## config.mk

```make
export PLATFORM = sky130hd
export DESIGN_NAME = add_arbiter
export DESIGN_NICKNAME = d
export VERILOG_FILES = /design/src/rtl/add_arbiter.sv
export SDC_FILE = /design/constraint.sdc
export NUM_CORES = 1
export LEC_CHECK = 0
export ABC_AREA = 1
export ABC_CLOCK_PERIOD_IN_PS = 5800
export CAP_MARGIN = 15
export CORE_MARGIN = 2
export CORE_UTILIZATION = 40
export CTS_CLUSTER_SIZE = 20
export DETAILED_ROUTE_END_ITERATION = 6
export GPL_ROUTABILITY_DRIVEN = 0
export GPL_TIMING_DRIVEN = 0
export PLACE_DENSITY = 0.68
export REMOVE_ABC_BUFFERS = 1
export SLEW_MARGIN = 0
export SYNTH_ARGS = -nofsm -noshare
export SYNTH_HDL_FRONTEND = slang
export SYNTH_SLANG_ARGS = --single-unit
```

## constraint.sdc

```tcl
create_clock -name clk -period 5.8 [get_ports clk]
set_input_delay 1.16 -clock clk [delete_from_list [all_inputs] [get_ports clk]]
set_output_delay 1.16 -clock clk [all_outputs]
set_load 0.01 [all_outputs]
```

## src/rtl/add_arbiter.sv

```systemverilog
// add_arbiter: round-robin arbiter/sequencer sharing one 32-bit carry-lookahead adder
// among NREQ requesters. Results return on a valid/ready channel tagged with the
// requester index.
// Optional feature macro: ADDARB_LOCK_EN (sticky pointer for multi-word chained adds).
module add_arbiter #(
    parameter int unsigned NREQ = 4,
    parameter int unsigned IDW  = 2
) (
    input  logic                 clk,
    input  logic                 rst,
    input  logic [NREQ-1:0]      req,
    input  logic [32*NREQ-1:0]   a_flat,
    input  logic [32*NREQ-1:0]   b_flat,
    input  logic [NREQ-1:0]      cin,
    input  logic [NREQ-1:0]      lock,
    output logic [NREQ-1:0]      gnt,
    output logic                 rsp_valid,
    input  logic                 rsp_ready,
    output logic [IDW-1:0]       rsp_id,
    output logic [31:0]          rsp_sum,
    output logic                 rsp_cout,
    output logic                 rsp_of
);

    typedef enum logic [1:0] {StIdle, StAdd, StResp} state_t;

    state_t          state_q;
    logic [IDW-1:0]  ptr_q;
    logic [IDW-1:0]  op_id_q;
    logic [31:0]     op_a_q;
    logic [31:0]     op_b_q;
    logic            op_cin_q;
    logic            rsp_valid_q;
    logic [IDW-1:0]  rsp_id_q;
    logic [31:0]     rsp_sum_q;
    logic            rsp_cout_q;
    logic            rsp_of_q;

    logic [31:0]     a_arr [NREQ];
    logic [31:0]     b_arr [NREQ];

    logic            arb_en;
    logic [IDW-1:0]  ptr_next;
    logic [IDW-1:0]  base;
    logic [IDW-1:0]  idx;
    logic [IDW-1:0]  win;
    logic            found;
    logic [31:0]     a_sel;
    logic [31:0]     b_sel;
    logic            cin_sel;

    logic [31:0]     g;
    logic [31:0]     p;
    logic [32:0]     c;
    logic            grp_g;
    logic            grp_p;
    logic [31:0]     add_sum;
    logic            add_cout;
    logic            add_of;

`ifdef ADDARB_LOCK_EN
    logic            op_lock_q;
    logic            lock_sel;
    assign lock_sel = lock[win];
`else
    logic            unused_lock;
    assign unused_lock = ^lock;
`endif

    // Unpack the flat operand buses into per-requester words.
    for (genvar i = 0; i < NREQ; i++) begin : g_unpack
        assign a_arr[i] = a_flat[32*i +: 32];
        assign b_arr[i] = b_flat[32*i +: 32];
    end

    // Arbitration is open when idle, or in RESP on the handshake cycle.
    assign arb_en = (state_q == StIdle) || ((state_q == StResp) && rsp_ready);

    // Pointer value taken on the response handshake; a locked owner keeps priority.
    always_comb begin
        if (rsp_id_q == IDW'(NREQ - 1)) begin
            ptr_next = '0;
        end else begin
            ptr_next = rsp_id_q + 1'b1;
        end
`ifdef ADDARB_LOCK_EN
        if (op_lock_q) begin
            ptr_next = rsp_id_q;
        end
`endif
    end

    // In RESP the search starts from the pointer as it will be after the handshake.
    assign base = (state_q == StResp) ? ptr_next : ptr_q;

    // First requesting index at or after base, wrapping modulo NREQ.
    always_comb begin
        found   = 1'b0;
        win     = '0;
        idx     = '0;
        a_sel   = '0;
        b_sel   = '0;
        cin_sel = 1'b0;
        for (int unsigned k = 0; k < NREQ; k++) begin
            idx = IDW'((32'(base) + k) % NREQ);
            if (!found && req[idx]) begin
                found   = 1'b1;
                win     = idx;
                a_sel   = a_arr[idx];
                b_sel   = b_arr[idx];
                cin_sel = cin[idx];
            end
        end
    end

    // One-hot grant, only in the capture cycle.
    always_comb begin
        gnt = '0;
        if (arb_en && found) begin
            gnt[win] = 1'b1;
        end
    end

    // Carry-lookahead adder: 4-bit lookahead groups, group carries chained.
    always_comb begin
        g     = op_a_q & op_b_q;
        p     = op_a_q ^ op_b_q;
        c     = '0;
        grp_g = 1'b0;
        grp_p = 1'b0;
        c[0]  = op_cin_q;
        for (int j = 0; j < 8; j++) begin
            c[4*j+1] = g[4*j] | (p[4*j] & c[4*j]);
            c[4*j+2] = g[4*j+1] | (p[4*j+1] & g[4*j])
                     | (p[4*j+1] & p[4*j] & c[4*j]);
            c[4*j+3] = g[4*j+2] | (p[4*j+2] & g[4*j+1])
                     | (p[4*j+2] & p[4*j+1] & g[4*j])
                     | (p[4*j+2] & p[4*j+1] & p[4*j] & c[4*j]);
            grp_g    = g[4*j+3] | (p[4*j+3] & g[4*j+2])
                     | (p[4*j+3] & p[4*j+2] & g[4*j+1])
                     | (p[4*j+3] & p[4*j+2] & p[4*j+1] & g[4*j]);
            grp_p    = p[4*j+3] & p[4*j+2] & p[4*j+1] & p[4*j];
            c[4*j+4] = grp_g | (grp_p & c[4*j]);
        end
        add_sum  = p ^ c[31:0];
        add_cout = c[32];
        add_of   = (op_a_q[31] == op_b_q[31]) && (add_sum[31] != op_a_q[31]);
    end

    // Sequencer: capture on grant, register adder result, hold until handshake.
    always_ff @(posedge clk) begin
        if (rst) begin
            state_q     <= StIdle;
            ptr_q       <= '0;
            op_id_q     <= '0;
            op_a_q      <= '0;
            op_b_q      <= '0;
            op_cin_q    <= 1'b0;
            rsp_valid_q <= 1'b0;
            rsp_id_q    <= '0;
            rsp_sum_q   <= '0;
            rsp_cout_q  <= 1'b0;
            rsp_of_q    <= 1'b0;
`ifdef ADDARB_LOCK_EN
            op_lock_q   <= 1'b0;
`endif
        end else begin
            if (arb_en && found) begin
                op_a_q   <= a_sel;
                op_b_q   <= b_sel;
                op_cin_q <= cin_sel;
                op_id_q  <= win;
`ifdef ADDARB_LOCK_EN
                op_lock_q <= lock_sel;
`endif
            end
            case (state_q)
                StIdle: begin
                    if (found) begin
                        state_q <= StAdd;
                    end
                end
                StAdd: begin
                    rsp_sum_q   <= add_sum;
                    rsp_cout_q  <= add_cout;
                    rsp_of_q    <= add_of;
                    rsp_id_q    <= op_id_q;
                    rsp_valid_q <= 1'b1;
                    state_q     <= StResp;
                end
                StResp: begin
                    if (rsp_ready) begin
                        rsp_valid_q <= 1'b0;
                        ptr_q       <= ptr_next;
                        state_q     <= found ? StAdd : StIdle;
                    end
                end
                default: state_q <= StIdle;
            endcase
        end
    end

    assign rsp_valid = rsp_valid_q;
    assign rsp_id    = rsp_id_q;
    assign rsp_sum   = rsp_sum_q;
    assign rsp_cout  = rsp_cout_q;
    assign rsp_of    = rsp_of_q;

endmodule

```

==> impl_metrics.json <==
{
  "routed_wl_mm": 43.4,
  "first_pass_iters": 7,
  "grt_antenna_before_repair": 4,
  "num_rows": 63,
  "cts_buffers": 9,
  "drt_iter0_drc": 1010,
  "routed_via_density": 5.43,
  "route.detailed.drc": 0,
  "worst_pin_slew_ps": 1040,
  "fin_util": 0.541,
  "grt_setup_unrepaired": "no",
  "synth_seq_area_share": 0.181,
  "nets": 2696,
  "wl_per_cell_um": 15.6,
  "cts_tree": "yes",
  "total_power_mw": 9.37,
  "synth_top_cell_area_share": 0.251,
  "p_leak_nw": 6.88,
  "clockRootBuffer": "clkbuf_16",
  "start_kind": "register",
  "outcome": "finished clean",
  "grt_pass1_wl_mm": 67.4,
  "grtUsageTotal": 0.265,
  "finalSetupTns_ps": 0,
  "layout_common_cells": "600 x o21ai_0, 518 x nand2_1, 319 x nor2_1",
  "endpoint_kind": "output port",
  "ios": 312,
  "fillerInstances": 2981,
  "synth_area_per_cell_um2": 5.44,
  "place_inst": 2750,
  "mostFrequentLayoutCell": "o21ai_0",
  "slew_violations": 0,
  "ctsHtreeMaxLevel": 3,
  "io_buffers": 307,
  "grt_pass1_vias": 13400,
  "ant_nets": 0,
  "gr-total-overflow": 0,
  "yosysWarnings": 0,
  "power_density_nw_per_um2": 586,
  "drv_cap": 0,
  "maxSlewHeadroom": 0.302,
  "p_clk_frac": 0.071,
  "vias": 15100,
  "synthTopCellsByArea": "o21ai_0 25%, dfxtp_1 18%, nand2_1 16%",
  "critical_path_class": "reg -> out",
  "initial_core_util": 0.405,
  "drive_gt1_frac": 0.0326,
  "async_reset_ff_frac": 0,
  "power_frac_comb": 0.796,
  "syn-cell-area_um2": 12000,
  "numClockSinks": 108,
  "grt_start_max_net_pins": 94,
  "finalCritPeriodShare": 0.967,
  "cp.required_ps": 4640,
  "timing.fmax_mhz": 178,
  "skew_ps": 8.24,
  "final_hold_viol_count": 0,
  "synth_top_cell_by_area": "o21ai_0",
  "synth_cell_type_count": 29,
  "syn_to_final_growth_pct": 33.7,
  "place.detailed.hpwl_mm": 29.0,
  "die_y_um": 177,
  "cp_max_fo": 83,
  "arrival_ps": 4450,
  "peakVddDrop_v": 0.000449,
  "ys.flop_type": "dfxtp_1",
  "cts.path.max_buffers": 2,
  "setup_viol": 0,
  "core-area_um2": 29600,
  "hp-class": "reg -> reg",
  "intPower_mw": 4.13,
  "pwr-share-seq": 0.133,
  "synth_seq_cells": 108,
  "period_minus_slack_ps": 5610,
  "die_area_um2": 31300,
  "finalNonFillerCells": 2783,
  "clk_latency_ps": 360,
  "power.switching_mw": 5.24,
  "clk_pin_slew_ps": 70,
  "die_x_um": 177,
  "synth_edf_count": 0,
  "cts_hold_buf": 0,
  "syn_inst": 2199,
  "switching_share": 0.559
}
critical path, cell delays in order (launching register included):
cell,delay [ps]
dfxtp_1,340
ha_1,190
or2_2,280
nand2_1,160
o21ai_4,140
buf_6,200
xor2_4,190
inv_8,260
buf_16,330
nand2_1,100
o21ai_1,210
nand3_2,250
bufinv_16,380
nor3_1,70
nor2_1,130
nand2_1,80
nor2_1,160
clkdlybuf4s50_1,560
sequential cells by signal, summed over array words and instances (netlist names):
| signal | cells |
|---|---|
| op_a_q | 32 |
| op_b_q | 32 |
| op_cin_q | 1 |
| op_id_q | 2 |
| ptr_q | 2 |
| rsp_cout | 1 |
| rsp_id | 2 |
| rsp_of | 1 |
| rsp_sum | 32 |
| rsp_valid | 1 |
| state_q | 2 |
routing by layer:
layer	vias to the layer above	wire, µm	GRT usage
li1	7695	-	-
met1	6767	19000	0.345
met2	560	19700	0.445
met3	78	3280	0.0346
met4	0	1390	0.104
met5	-	0	0
cell usage after synthesis, types with 5 or more instances:
cell type	count
o21ai_0	600
nand2_1	518
nor2_1	321
inv_1	167
clkbuf_1	141
a21oi_1	108
dfxtp_1	108
a41oi_1	66
ha_1	33
o21ai_1	31
buf_2	24
nand3_1	20
xor2_1	13
fa_1	8
xnor2_1	8
inv_2	7
buf_4	5
path summary, 6_finish.rpt:
kind | from | endpoint | slack, ps | depth (start not counted)
min reg2reg | rsp_valid | rsp_valid | 460 | 2
min | rsp_valid | rsp_valid | 460 | 2
max | rsp_id[0] | gnt[3] | 190 | 17
max reg2reg | rsp_id[0] | op_b_q[20] | 1920 | 19
power groups by stage:
| stage | clock network (mW) | logic (mW) | registers [mW] |
|---|---|---|---|
| 2_1_floorplan | 0 | 4.66 | 1.26 |
| 3_3_place_gp | 0 | 6.90 | 1.25 |
| 3_5_place_dp | 0 | 7.16 | 1.25 |
| 4_1_cts | 0.681 | 7.31 | 1.24 |
| 5_1_grt | 0.719 | 8.34 | 1.28 |
| 6_report | 0.665 | 7.46 | 1.24 |
metrics by stage:
step	setup WS (ps)	hold WS (ps)	area, µm²
2_1_floorplan	-6400	432	11300
3_3_place_gp	-15030	439	14800
3_5_place_dp	-690	451	15500
4_1_cts	1.95	463	15900
5_1_grt	8.43	479	16000
6_report	190	462	16000
repair_timing:
item                       CTS  global route
buffers inserted             5             4
setup endpoints to repair    4             4
cloned                       3             1
pin swaps                    4             1
resized for setup            7            11
cell families (layout without fill, tap and decap cells):
family                     Yosys count  after routing  synth area share
xor gates and xnor gates            22             23            0.0177
adders and majority gates           41             41            0.0479
AOI/OAI and AO/OA                  815            817             0.366
DFF                                108            108             0.181
buffers and inverters              348            535             0.113
and+or+nand+nor                    865            865             0.275
other                                0              4                 0
area by class of cell:
| type | instances | area, µm² | area share |
|---|---|---|---|
| diodes | 4 | 10.0 | 0.000626 |
| flip-flops and latches | 108 | 2160 | 0.135 |
| clock inverters | 6 | 71.3 | 0.00446 |
| inverters | 174 | 714 | 0.0447 |
| clock buffers | 10 | 239 | 0.0150 |
| repair inverters | 1 | 8.76 | 0.000548 |
| multi-input cells | 1746 | 8510 | 0.533 |
| repair buffers | 344 | 3780 | 0.236 |
| well taps | 390 | 488 | 0.0305 |
Power figures use the tool's default switching activity.
